**config.mk**
```make
export PLATFORM = sky130hd
export DESIGN_NAME = alu_wb_queue
export DESIGN_NICKNAME = d
export VERILOG_FILES = /design/src/rtl/alu_wb_queue.sv
export SDC_FILE = /design/constraint.sdc
export NUM_CORES = 1
export LEC_CHECK = 0
export CELL_PAD_IN_SITES_DETAIL_PLACEMENT = 1
export CELL_PAD_IN_SITES_GLOBAL_PLACEMENT = 1
export CORE_ASPECT_RATIO = 1.1
export CORE_MARGIN = 2
export CORE_UTILIZATION = 43
export CTS_BUF_LIST = sky130_fd_sc_hd__clkbuf_8
export CTS_CLUSTER_DIAMETER = 200
export DETAILED_ROUTE_END_ITERATION = 10
export PLACE_DENSITY_LB_ADDON = 0.1
export SLEW_MARGIN = 10
export SYNTH_ARGS = -nofsm -noshare
export SYNTH_HDL_FRONTEND = slang
export SYNTH_SLANG_ARGS = --single-unit
```
**constraint.sdc**
```tcl
create_clock -name clk -period 3.2 [get_ports clk]
set_input_delay 0.48 -clock clk [delete_from_list [all_inputs] [get_ports clk]]
set_output_delay 0.48 -clock clk [all_outputs]
set_load 0.01 [all_outputs]
```
**src/rtl/alu_wb_queue.sv**
```systemverilog
// Write-back queue between an ALU and the register file: buffers {result, rd}
// in FIFO order and keeps the architectural Z/C/O flags.
module alu_wb_queue #(
    parameter int DEPTH = 4
) (
    input  logic                     clk,
    input  logic                     rst,
    input  logic                     in_valid,
    output logic                     in_ready,
    input  logic [31:0]              in_S,
    input  logic                     in_Z,
    input  logic                     in_C,
    input  logic                     in_O,
    input  logic [4:0]               in_rd,
    input  logic                     in_fwe,
    output logic                     out_valid,
    input  logic                     out_ready,
    output logic [31:0]              out_S,
    output logic [4:0]               out_rd,
    output logic                     flag_Z,
    output logic                     flag_C,
    output logic                     flag_O,
    output logic [$clog2(DEPTH):0]   count
);
    localparam int AW = $clog2(DEPTH);
    localparam logic [AW:0] FULL = (AW+1)'(DEPTH);

    logic [31:0]   s_mem [DEPTH];
    logic [4:0]    rd_mem [DEPTH];

    logic [AW-1:0] head_reg, head_next;
    logic [AW-1:0] tail_reg, tail_next;
    logic [AW:0]   count_reg, count_next;
    logic [31:0]   out_s_reg, out_s_next;
    logic [4:0]    out_rd_reg, out_rd_next;
    logic [2:0]    flag_reg;
    logic [2:0]    in_flags;
    logic          accept, push, pop;

    assign in_ready  = !rst && (count_reg < FULL);
    assign out_valid = (count_reg != '0);
    assign accept    = in_valid && in_ready;
    // Results targeting r0 never occupy an entry; they may still update flags.
    assign push      = accept && (in_rd != 5'd0);
    assign pop       = out_valid && out_ready;
    assign in_flags  = {in_Z, in_C, in_O};

    always_comb begin
        head_next   = head_reg;
        tail_next   = tail_reg;
        count_next  = count_reg;
        out_s_next  = 32'h0;
        out_rd_next = 5'h0;
        if (pop) begin
            head_next = head_reg + AW'(1);
        end
        if (push) begin
            tail_next = tail_reg + AW'(1);
        end
        count_next = count_reg + (AW+1)'(push) - (AW+1)'(pop);
        // Prefetch the next head into the output register; if that entry is
        // the one being written at this edge, take it from the input instead.
        if (count_next != '0) begin
            if (push && (head_next == tail_reg)) begin
                out_s_next  = in_S;
                out_rd_next = in_rd;
            end else begin
                out_s_next  = s_mem[head_next];
                out_rd_next = rd_mem[head_next];
            end
        end
    end

    always_ff @(posedge clk) begin
        if (push) begin
            s_mem[tail_reg]  <= in_S;
            rd_mem[tail_reg] <= in_rd;
        end
    end

    always_ff @(posedge clk) begin
        if (rst) begin
            head_reg   <= '0;
            tail_reg   <= '0;
            count_reg  <= '0;
            out_s_reg  <= 32'h0;
            out_rd_reg <= 5'h0;
        end else begin
            head_reg   <= head_next;
            tail_reg   <= tail_next;
            count_reg  <= count_next;
            out_s_reg  <= out_s_next;
            out_rd_reg <= out_rd_next;
        end
    end

    generate
        for (genvar gi = 0; gi < 3; gi++) begin : g_flag
            always_ff @(posedge clk) begin
                if (rst) begin
                    flag_reg[gi] <= 1'b0;
                end else if (accept && in_fwe) begin
                    flag_reg[gi] <= in_flags[gi];
                end
            end
        end
    endgenerate

    assign out_S  = out_s_reg;
    assign out_rd = out_rd_reg;
    assign flag_Z = flag_reg[2];
    assign flag_C = flag_reg[1];
    assign flag_O = flag_reg[0];
    assign count  = count_reg;
endmodule

```
Word level (Yosys, flattened, before mapping) --
Memory sizes are Yosys's and may differ from the RTL's. A register that Yosys moved wholly into a read port is not among the register bits. Index checks and enable logic that the tools add are counted.
Word-level totals: bits in latches 0, logic and storage cells 27, bits in writable memories 148, bits of input ports 45, output and inout port bits 45, register bits after elaboration 10, memories kept 2, bits in read-only memories 0
Memory list:
- s_mem | depth 4, bits a word 32, rd ports 1, clocked after Yosys merged registers in 1, wr ports 1, RTL line 28 | logic [31:0] s_mem [DEPTH];
- rd_mem | depth 4, bits a word 5, rd ports 1, clocked after Yosys merged registers in 1, wr ports 1, RTL line 29 | logic [4:0] rd_mem [DEPTH];
Operators by class: multiply operators 0, bitwise gates (word level) 1, reductions and logical operators 10, mux-type cells 3, add/sub/neg operators 4, $lt $le $gt $ge 1, divide/modulo/power cells 0, shift-type cells 0, equality and inequality tests 0
Operators by type and width (number):
- nonzero test 3 bit | 2
- logical AND 1 bit | 5
- nonzero test 5 bit | 1
- adder 2 x 1 -> 2 bit (second input constant) | 2
- adder 3 x 1 -> 3 bit | 1
- < comparator 3 bit (second input constant) | 1
- subtractor 3 x 1 -> 3 bit | 1
- two-way mux 1 bit | 2
- two-way mux 2 bit | 1
- OR reduction 2 bit | 1
- zero test 1 bit | 1
- NOT 1 bit | 1

Depth between registers and ports, before layout --
word-level depth 9, mapped depth 15, gate-level depth less buffers 12

Least setup slack after synthesis --
OpenSTA, ideal clock, no wires.
kind flip-flop to flip-flop, start register count_reg[1], in the netlist count[1], end register out_s_reg[0], in the netlist out_S[0] (read register of s_mem), stages on the path, launching flop included 16, setup time 117 ps, clock period less this slack 3264 ps, data arrival time 3146 ps, slack -64 ps, buffers on the path 4, required time 3083 ps, cells stage by stage dfxtp_1 > o31ai_4 > inv_2 > buf_2 > buf_1 > ha_1 > inv_1 > ha_1 > fa_1 > xnor2_1 > xnor2_1 > a21oi_1 > nor2b_1 > buf_2 > buf_2 > a32o_1
Between the ends: word-level cells in the longest chain between the ends 9, elaborated cells on any way between the ends 12, those cells by class add/sub (2); order compare (1); mux (1); bitwise (1); reduce/logical (7)
Ends and longest elaborated chain:
- start, declared | RTL line 33 | logic [AW:0] count_reg, count_next;
- start signal, assigned | RTL line 91 | count_reg <= count_next;
- < comparator 3 bit | RTL line 40 | assign in_ready = !rst && (count_reg < FULL);
- logical AND 1 bit | RTL line 40
- logical AND 1 bit | RTL line 42 | assign accept = in_valid && in_ready;
- logical AND 1 bit | RTL line 44 | assign push = accept && (in_rd != 5'd0);
- adder 3 x 1 -> 3 bit | RTL line 60 | count_next = count_reg + (AW+1)'(push) - (AW+1)'(pop);
- subtractor 3 x 1 -> 3 bit | RTL line 60
- nonzero test 3 bit | RTL line 63 | if (count_next != '0) begin
- NOT 1 bit (no source line)
- OR reduction 2 bit (no source line)
- end, declared | RTL line 34 | logic [31:0] out_s_reg, out_s_next;
Parallel ways exist; a longest one is shown, timed or not. A chain may end at the register's enable or synchronous reset.

Worst setup path after layout --
start input port in_rd[4], end register out_rd_reg[4], in the netlist out_rd[4] (read register of rd_mem)
Between the ends: word-level cells in the longest chain between the ends 7
Ends and longest elaborated chain:
- start, declared | RTL line 14 | input logic [4:0] in_rd,
- nonzero test 5 bit | RTL line 44
- logical AND 1 bit | RTL line 44
- adder 3 x 1 -> 3 bit | RTL line 60
- subtractor 3 x 1 -> 3 bit | RTL line 60
- nonzero test 3 bit | RTL line 63
- NOT 1 bit (no source line)
- OR reduction 2 bit (no source line)
- end, declared | RTL line 35 | logic [4:0] out_rd_reg, out_rd_next;
Every way passes these cells.

==> impl_metrics.toml <==
[setup_path]
cp.required_ps = 3610
cp_max_fo = 5
critPathBufInv = 5
crit_path_start_kind = "input port"
path_cells = "dlygate4sd2_1 -> or4_4 -> o211a_4 -> inv_4 -> ha_4 -> inv_1 -> ha_2 -> fa_2 -> xnor2_2 -> xnor2_2 -> a21oi_2 -> nor2b_4 -> buf_6 -> bufbuf_16 -> a32o_1"
cpLargestDelayFamily = "simple AND/OR/NAND/NOR gates"
critical_path_class = "in2reg"
slowest_stage = "or4_4"
cp-end-kind = "flip-flop"
cpPeakStageDelay_ps = 550
crit_arrival_ps = 3600
cpMostUsedCell = "xnor2_2"

[yosys]
yosys_warnings = 0
syn_area_um2 = 8880
synth-seq-cells = 195
synth_largest_area_cell = "edfxtp_1"
synthTopCellsByCount = "148 x edfxtp_1, 116 x nor2_1, 75 x nand2_1"
synth.area.top_cells = "edfxtp_1 50%, dfxtp_1 11%, a32o_1 8.0%"
synth_edf_count = 148
synth_flop_cell = "edfxtp_1"
synth.most_common_cell = "edfxtp_1"
synth.distinct_cells = 43
yosysSeqAreaShare_pct = 60.6
synth_area_per_cell_um2 = 11.5
synth.top_cell.area_share_pct = 50.0
synth_cells = 772
synth_nets = 824
synthArstFlopShare_pct = 0

[cts]
cts_buffer_depth = 2
htreeDepth = 4
cts_tree = "yes"
cts_buffers = 17
clkTransAtPathRegs_ps = 100
cts_sinks = 195
postCtsHoldBufs = 0
root_buffer = "clkbuf_8"
clk_latency_ps = 470

[timing]
hold_viol_final = 0
fmax_ghz = 0.313
final_max_slew_viol_count = 0
min_period_ps = 3190
rsz0062_at_grt = "true"
whs_ps = 298
tightestPinTransition_ps = 944
setup_viol = 0
relSlewSlack_pct = 37.1
fin_crit_sh_pct = 99.7
fin_skew_ps = 15.2
tns_ps = 0

[drt]
dr.pass1.iters = 5
wire_per_inst_um = 21.6
via_per_inst = 6.03
drt_iter0_drc = 454
antenna_left = 0
num_vias = 6682
route.detailed.drc = 0
drt_wl_total_mm = 24.0

[power_and_ir_drop]
power_density_nw_per_um2 = 798
p_leak_uw = 0.00359
ir_worst_vdd_v = 0.00134

[global_routing]
grt_max_degree = 186
track_usage_pct = 22.5
grt_pass1_vias = 7136
grt_pass1_wl_mm = 38.2
grt-ovfl-total = 0
antenna_found_initial = 1

[layout]
nFillCells = 2103
utilization_pct = 52.2
nets = 891
fin_cells = 1108
layout-drive-gt1-share_pct = 10.7
top_register = "s_mem"
syn_to_final_growth_pct = 20.0
fin_area_um2 = 10700
antennaDiodeCount = 0
largest_reg_flops = 128

[outcome]
status = "finished clean"

[placement]
place_area_um2 = 10100
dp.cells = 1070
io_buffers = 89
gp_congestion = 0.746
dpl.hpwl_mm = 13.8

[die]
start_util_pct = 43.5
fp.dieArea_um2 = 21800
row_count = 55
die_h_um = 155
core_area_um2 = 20400
die_x_um = 141
pin_count = 90

[min_path]
hp-class = "in2reg"

[job]
max_cap_viol_count = 0
stage by stage:
stage                     worst slack [ps]  power, uW
after CTS                             43.3       8620
after detailed placement              -786       6630
after global placement                -635       6470
final                                 10.1       8510
after floorplan                       17.5       5410
after global routing                 -57.1       9020
routing by layer:
layer,global-route usage [%],share of wire [%],up-vias
li1,-,-,3087
met1,28.3,44,3416
met2,39.3,51,145
met3,3.90,3.5,32
met4,7.43,1.6,2
met5,0,0.054,-
power by group:
group          leakage [uW]  switching [uW]  total (uW)  internal, uW
registers           0.00173             277        3280          3000
logic               0.00164            1920        3540          1630
clock network      0.000211             956        1690           734
cells in the final DEF, fill, tap and decap left out, types with 24 or more instances in the layout:
cell type,Yosys,final
dfxtp_1,47,44
a22o_1,35,35
a32o_1,71,71
nand2_1,75,75
a21oi_1,39,38
o21ai_0,36,36
nand3b_1,37,37
clkdlybuf4s50_1,0,85
buf_4,1,24
nor2_1,116,116
edfxtp_1,148,148
o311ai_0,36,36
repair_timing:
item	4_1_cts	5_1_grt
gates cloned	2	0
buffers inserted	4	1
setup endpoints to repair	36	16
endpoints found under the hold margin	0	0
pin swaps	6	3
resized for setup	9	4
final timing paths:
kind,start,end,slack [ps],cells after the start
setup reg to reg,count[2]$_SDFF_PP0_,out_rd[4]$_SDFF_PP0_,190,13
setup / recovery,in_rd[4],out_rd[4]$_SDFF_PP0_,10,15
hold / removal,in_rd[1],rd_mem[0][1]$_DFFE_PP_,300,1
hold reg to reg,flag_C$_SDFFE_PP0P_,flag_C$_SDFFE_PP0P_,520,2
kinds of logic (layout without fill, tap and decap cells):
group,Yosys count,in the layout,synth area share (%)
AO/OA/AOI/OAI,226,226,20.3
buffers and inverters,84,164,4.01
multiplexers,3,3,0.338
AND/OR/NAND/NOR,249,249,12.7
XOR/XNOR,8,8,0.944
adder cells (fa/ha/maj),7,7,1.07
flip-flops,195,195,60.6
area by class of cell:
type | instances | area [um^2] | share of cell area [%]
Multi-Input combinational cell | 493 | 3200 | 30.1
Clock inverter | 15 | 188 | 1.76
Tap cell | 256 | 320 | 3.01
Timing Repair Buffer | 124 | 1290 | 12.1
Sequential cell | 195 | 5390 | 50.6
Clock buffer | 17 | 234 | 2.20
Inverter | 8 | 32.5 | 0.305
Power figures use the tool's default switching activity.
